===== config.mk =====
export PLATFORM = sky130hd
export DESIGN_NAME = vx_raster_stamp_queue
export DESIGN_NICKNAME = d
export VERILOG_FILES = /design/src/rtl/vx_raster_stamp_queue.sv
export SDC_FILE = /design/constraint.sdc
export NUM_CORES = 2
export LEC_CHECK = 0
export ABC_CLOCK_PERIOD_IN_PS = 101200
export BUFFER_PORTS_ARGS = -buffer_cell sky130_fd_sc_hd__buf_2
export CAP_MARGIN = 20
export CORE_ASPECT_RATIO = 1.5
export CORE_MARGIN = 5
export CORE_UTILIZATION = 60
export DETAILED_ROUTE_END_ITERATION = 8
export PLACE_DENSITY = 0.87
export SYNTH_ARGS = -nofsm -noshare
export SYNTH_HDL_FRONTEND = slang
export SYNTH_SLANG_ARGS = --single-unit

===== constraint.sdc =====
create_clock -name clk -period 101.2 [get_ports clk]
set_clock_uncertainty 0.1 [all_clocks]
set_input_delay 10.12 -clock clk [delete_from_list [all_inputs] [get_ports clk]]
set_output_delay 10.12 -clock clk [all_outputs]
set_load 0.01 [all_outputs]

===== src/rtl/vx_raster_stamp_queue.sv =====
// Stamp FIFO between rasterizer stages; head entry and all status outputs come from registers.
// Optional feature: define RASTER_STAMP_DROP_EMPTY_EN to discard empty (mask == 0) non-last stamps.
module vx_raster_stamp_queue #(
    parameter int DIM_BITS  = 16,
    parameter int DATA_BITS = 32,
    parameter int PID_BITS  = 16,
    parameter int DEPTH     = 8,
    localparam int SW = 2*(DIM_BITS-1) + 4 + 12*DATA_BITS + PID_BITS,
    localparam int CW = $clog2(DEPTH+1)
) (
    input  logic          clk,
    input  logic          reset,
    input  logic          in_valid,
    input  logic [SW-1:0] in_stamp,
    input  logic          in_last,
    output logic          in_ready,
    output logic          out_valid,
    output logic [SW-1:0] out_stamp,
    output logic          out_last,
    input  logic          out_ready,
    input  logic          flush,
    output logic [CW-1:0] count,
    output logic          done,
    output logic [31:0]   drop_count
);

    localparam int AW       = $clog2(DEPTH);
    localparam int MASK_LSB = 12*DATA_BITS + PID_BITS;

    logic [AW-1:0] wr_ptr_q, wr_ptr_d;
    logic [AW-1:0] rd_ptr_q, rd_ptr_d;
    logic [CW-1:0] count_q, count_d;
    logic          in_ready_q, in_ready_d;
    logic          out_valid_q, out_valid_d;
    logic          done_q, done_d;
    logic [31:0]   drop_count_q, drop_count_d;
    logic [SW:0]   mem_q [DEPTH];
    logic [SW:0]   head;
    logic          push;
    logic          pop;
    logic          drop;
    logic          store;

    assign head = mem_q[rd_ptr_q];

    // Handshake decode; flush cancels any push or pop presented with it.
    always_comb begin
        push = in_valid & in_ready_q & ~flush;
        pop  = out_valid_q & out_ready & ~flush;
`ifdef RASTER_STAMP_DROP_EMPTY_EN
        drop = push & (in_stamp[MASK_LSB +: 4] == 4'b0000) & ~in_last;
`else
        drop = 1'b0;
`endif
        store = push & ~drop;
    end

    // Next-state for pointers, occupancy, status and drop counter.
    always_comb begin
        wr_ptr_d     = wr_ptr_q;
        rd_ptr_d     = rd_ptr_q;
        count_d      = count_q;
        done_d       = 1'b0;
        drop_count_d = drop_count_q + 32'(drop);
        if (flush) begin
            wr_ptr_d = '0;
            rd_ptr_d = '0;
            count_d  = '0;
        end else begin
            if (store) begin
                wr_ptr_d = wr_ptr_q + AW'(1);
            end else begin
                wr_ptr_d = wr_ptr_q;
            end
            if (pop) begin
                rd_ptr_d = rd_ptr_q + AW'(1);
            end else begin
                rd_ptr_d = rd_ptr_q;
            end
            count_d = count_q + CW'(store) - CW'(pop);
            done_d  = pop & head[SW];
        end
        in_ready_d  = (count_d < CW'(DEPTH));
        out_valid_d = (count_d != CW'(0));
    end

    // Control state registers with synchronous active-low reset.
    always_ff @(posedge clk) begin
        if (!reset) begin
            wr_ptr_q     <= '0;
            rd_ptr_q     <= '0;
            count_q      <= '0;
            in_ready_q   <= 1'b1;
            out_valid_q  <= 1'b0;
            done_q       <= 1'b0;
            drop_count_q <= 32'd0;
        end else begin
            wr_ptr_q     <= wr_ptr_d;
            rd_ptr_q     <= rd_ptr_d;
            count_q      <= count_d;
            in_ready_q   <= in_ready_d;
            out_valid_q  <= out_valid_d;
            done_q       <= done_d;
            drop_count_q <= drop_count_d;
        end
    end

    // Entry storage is not reset; validity is tracked by the pointers.
    always_ff @(posedge clk) begin
        if (store && reset) begin
            mem_q[wr_ptr_q] <= {in_last, in_stamp};
        end
    end

    assign in_ready   = in_ready_q;
    assign out_valid  = out_valid_q;
    assign out_stamp  = head[SW-1:0];
    assign out_last   = head[SW];
    assign count      = count_q;
    assign done       = done_q;
    assign drop_count = drop_count_q;

endmodule


# Word-level counts from Yosys, hierarchy flattened
# Memory sizes are Yosys's and may differ from the RTL's. A register that Yosys moved wholly into a read port is not among the register bits.
# Cells that the tools add are included.
[word_totals]
register_bits = 13
latch_bits = 0
ramBits = 3480
romBits = 0
out_inout_bits = 474
wordCells = 27
mem_count = 1
[memory_table]
columns = ["name", "words", "word_bits", "rd", "rd_ports_with_merged_regs", "write_ports", "line", "source"]
rows = [
  ["mem_q", 8, 435, 1, 1, 1, "37", "logic [SW:0] mem_q [DEPTH];"],
]
[op_classes]
add_sub_neg = 4
n_mul = 0
n_div = 0
magnitude_cmp = 1
n_eq_ne = 0
shift = 0
mux = 5
n_bitwise = 7
n_reduce_logical = 3
[op_table]
columns = ["operator", "n"]
rows = [
  ["adder 3 x 1 -> 3 bit, second input constant", 2],
  ["two-way mux 3 bit", 2],
  ["AND 1 bit", 5],
  ["adder 4 x 1 -> 4 bit", 1],
  ["< comparator 4 bit, second input constant", 1],
  ["two-way mux 4 bit", 1],
  ["nonzero test 4 bit", 1],
  ["subtractor 4 x 1 -> 4 bit", 1],
  ["two-way mux 1 bit", 2],
  ["inverter 1 bit", 2],
  ["OR reduction 2 bit", 1],
  ["logical AND 1 bit", 1],
]

# Longest topological paths before layout
[depth]
word_depth = 6
ltp_mapped = 9

# Least setup slack after synthesis
# OpenSTA, ideal clock, no wires.
[synth_path]
path_kind = "input-to-reg"
start = "in flush"
end = "mem mem_q[0][0] in the netlist's numbering, enable pin"
t_arrival_ns = 39.878
required_ns = 99.333
slack_ns = 59.455
stages = 3
path_buffers = 0
path_cell_list = "nand2b_1 or3_1 nor3_1"
[synth_between]
elab_chain_len = 5
[synth_rtl]
columns = ["element", "line", "source"]
rows = [
  ["start, declared", "21", "input logic flush,"],
  ["inverter 1 bit", "48", "push = in_valid & in_ready_q & ~flush;"],
  ["AND 1 bit", "48", ""],
  ["logical AND 1 bit", "110", "if (store && reset) begin"],
  ["two-way mux 1 bit", "110", ""],
  ["two-way mux 1 bit (implied by the code)", "111", "mem_q[wr_ptr_q] <= {in_last, in_stamp};"],
  ["end, declared", "37", ""],
]
# Every way passes these cells.

==> results.toml <==
[final_layout]
nets = 6624
area_delta_synth_final_pct = 13.4
final_cells = 9370
post-route-util = 0.682
layout-drive-gt1-share = 0.427

[worst_hold_path]
hold_start = "rd_ptr_q[2]"
holdPathStages = 2
hold_class = "reg2reg"

[sta]
setup_ws_ns = 84.29
tightest_slew_ns = 1.13
max_slew_margin = 0.244
fin_crit_ns = 16.91
hold_viol = 0
finalSetupTns_ns = 0
finalCritPeriodShare = 0.167
finalSetupViolCount = 0
maxSlewViolCount = 0
grt_setup_unrepaired = "no"
fmax_mhz = 59.1

[pwr]
finalPower_mw = 2.85
ir_worst_vdd_uv = 21.0
powerDensity_nw_per_um2 = 19.2
power.leakage_nw = 46.4

[drt]
drtIter0Drc = 8962
via_per_inst = 6.75
first_pass_iters = 6
vias = 63300
wl_um = 341000
drc_errors = 0
wl_per_cell_um = 36.3
ant_nets = 0

[worst_setup_path]
cp_top_family = "buffers and inverters"
rrSetupSlack_ns = 95.55
cp-end-kind = "output pin"
r2r-start = "in_ready"
cpMostUsedCell = "buf_4"
cp_max_fo = 159
critPathLaunchType = "flip-flop"
critical_path_class = "reg2out"
cp.arrival_ns = 6.69
worstPathRequired_ns = 90.98
crit_chain = "buf_4, buf_4, buf_4, buf_12, mux4_2, mux2_2, buf_2"
r2r-end = "mem_q[7][413]"
max_stage_delay_ns = 1.08
reg2regPathDepth = 6
worst-path-buf-inv = 5
crit_slowest_cell = "dfxtp_4"

[placed_design]
port_buffers = 881
place_congestion = 0.762
dp_slack_ns = 85.04
dp_hpwl_um = 173000
dp.cells = 8731

[floorplan]
rows = 210
dieArea_um2 = 228000
die_x_um = 392
io_pins = 914
start_util = 0.602
dieHeight_um = 583
core_area_um2 = 218000

[clocking]
cts_num_sinks = 3496
hold_buffers = 0
clock_latency_ns = 0.83
htree_levels = 5
cts_tree = "done"
clk_pin_slew_ns = 0.07
clockBufferDepth = 4
post_cts_buffers = 0
cts-root-buf = "clkbuf_16"
cts.repair.resized = 0
cts_buffers = 301

[yosys]
yosysWarningCount = 0
ys_seq_area_frac = 0.799
yosysUniqueCellTypes = 32
yosys-top-cells-area = "edfxtp_1 (80%), mux4_2 (15%), mux2_2 (3.7%)"
synth_edf_count = 3480
syn_area_per_cell_um2 = 25.5
synthArstFlopShare = 0
ys.flop_type = "edfxtp_1"
synth_top_area_cell = "edfxtp_1"
ys_ff_latch = 3496
syn_area_um2 = 131000
yosysTopAreaCellShare = 0.796
synthCells = 5138

[grt]
antenna_found_initial = 134
globalRoute.totalOverflow = 0
use_met1 = 0.373
top_usage_layer = "met2"
grt_use_met2 = 0.486
grt_pass1_wl_um = 481000
grt_pass1_vias = 65000
grt_max_degree = 160
globalRouteMet3Util = 0.0850
grt_util_all_layers = 0.293

[status]
status = "complete, no violations"

[job]
drv_cap = 0
[how the worst max path moves through the flow]
stage	cells past startpoint	from	end	slack, ns
floorplan	3	flush	mem_q[0][0]	59.46
global placement	7	flip-flop	out_stamp[388]	85.18
detailed placement	7	flip-flop	out_stamp[404]	85.04
CTS	7	flip-flop	out_stamp[405]	84.02
global route	8	flip-flop	out_stamp[405]	83.68
finish	7	flip-flop	out_stamp[405]	84.29
[synth_stat cells (2+ instances only)]
library cell and instances:
mux2_2 435, clkbuf_1 102, nand2b_1 3, inv_1 4, nor2_1 13, ha_1 6
nand2_1 5, nand4b_1 2, nor3b_1 2, edfxtp_1 3480, buf_6 37, nand3_1 2
buf_1 18, or3_1 2, dfxtp_1 16, nor3_1 2, xor2_1 5, a21oi_1 3
a21o_1 2, buf_4 32, and2_1 2, buf_2 86, mux4_2 870
[per-stage QoR]
| stage | area (um^2) | hold slack [ns] |
|---|---|---|
| 2_1_floorplan | 131000 | 0.354 |
| 3_3_place_gp | 139000 | 0.385 |
| 3_5_place_dp | 139000 | 0.420 |
| 4_1_cts | 148000 | 0.447 |
| 5_1_grt | 149000 | 0.505 |
| 6_report | 149000 | 0.455 |
[kinds of logic (layout without fill, tap and decap cells)]
kind of cell | after synthesis | count (layout) | synth area share
AO/OA/AOI/OAI | 7 | 7 | 0.000315
XOR/XNOR | 6 | 6 | 0.000400
adder cells (fa/ha/maj) | 7 | 7 | 0.000725
buffers and inverters | 279 | 1521 | 0.0118
flip-flops | 3496 | 3496 | 0.799
multiplexers | 1305 | 1305 | 0.187
other | 1 | 129 | 0.0000286
AND/OR/NAND/NOR | 37 | 37 | 0.00144
[state kept, by name, indices dropped and copies added (netlist names), named ones only]
signal	count
mem_q	3480
rd_ptr_q	3
in_ready	1
out_valid	1
wr_ptr_q	3
done	1
count	4
[cell usage in the layout, fill, tap and decap left out, drive strengths merged]
cell	instances
nor2b	1
and2	2
nor3b	2
xor2	5
fa	1
a31oi	1
clkinvlp	16
buf	980
edfxtp	3480
nor3	2
bufinv	30
o21ai	1
nor2	13
diode	97
clkinv	124
nand2b	3
nand3	2
mux2	435
or3	2
dfxtp	16
clkbuf	351
a21o	2
ha	6
inv	20
nand4b	2
mux4	870
xnor2	1
conb	32
a21oi	3
nand4	1
or2	1
nand2	5
and3	1
[worst reg2reg max path: stages (launching register included)]
cell	delay, ns
dfxtp_1	0.48
nand4_1	0.47
nor2_4	0.89
buf_4	0.93
buf_4	0.80
buf_4	0.85
buf_4	0.71
[final cells by class]
class	instances	area [um^2]
Sequential cell	3496	105000
Fill cell	11700	69200
Multi-Input combinational cell	1394	25000
Clock buffer	351	7830
Timing Repair Buffer	980	5410
Tap cell	2862	3580
Clock inverter	186	1880
Antenna cell	97	243
Inverter	4	15.0
[power by group]
group / internal, mW / switching [mW] / leakage (nW)
clock: 0.638 / 0.532 / 4.73
combinational: 0.0308 / 0.0518 / 10.2
sequential: 1.60 / 0.00328 / 31.5
[routing by layer]
layer | share of wire | vias up
li1 | - | 24300
met1 | 0.32 | 32700
met2 | 0.51 | 5334
met3 | 0.13 | 906
met4 | 0.045 | 102
met5 | 0.0020 | -
Power figures use the tool's default switching activity.
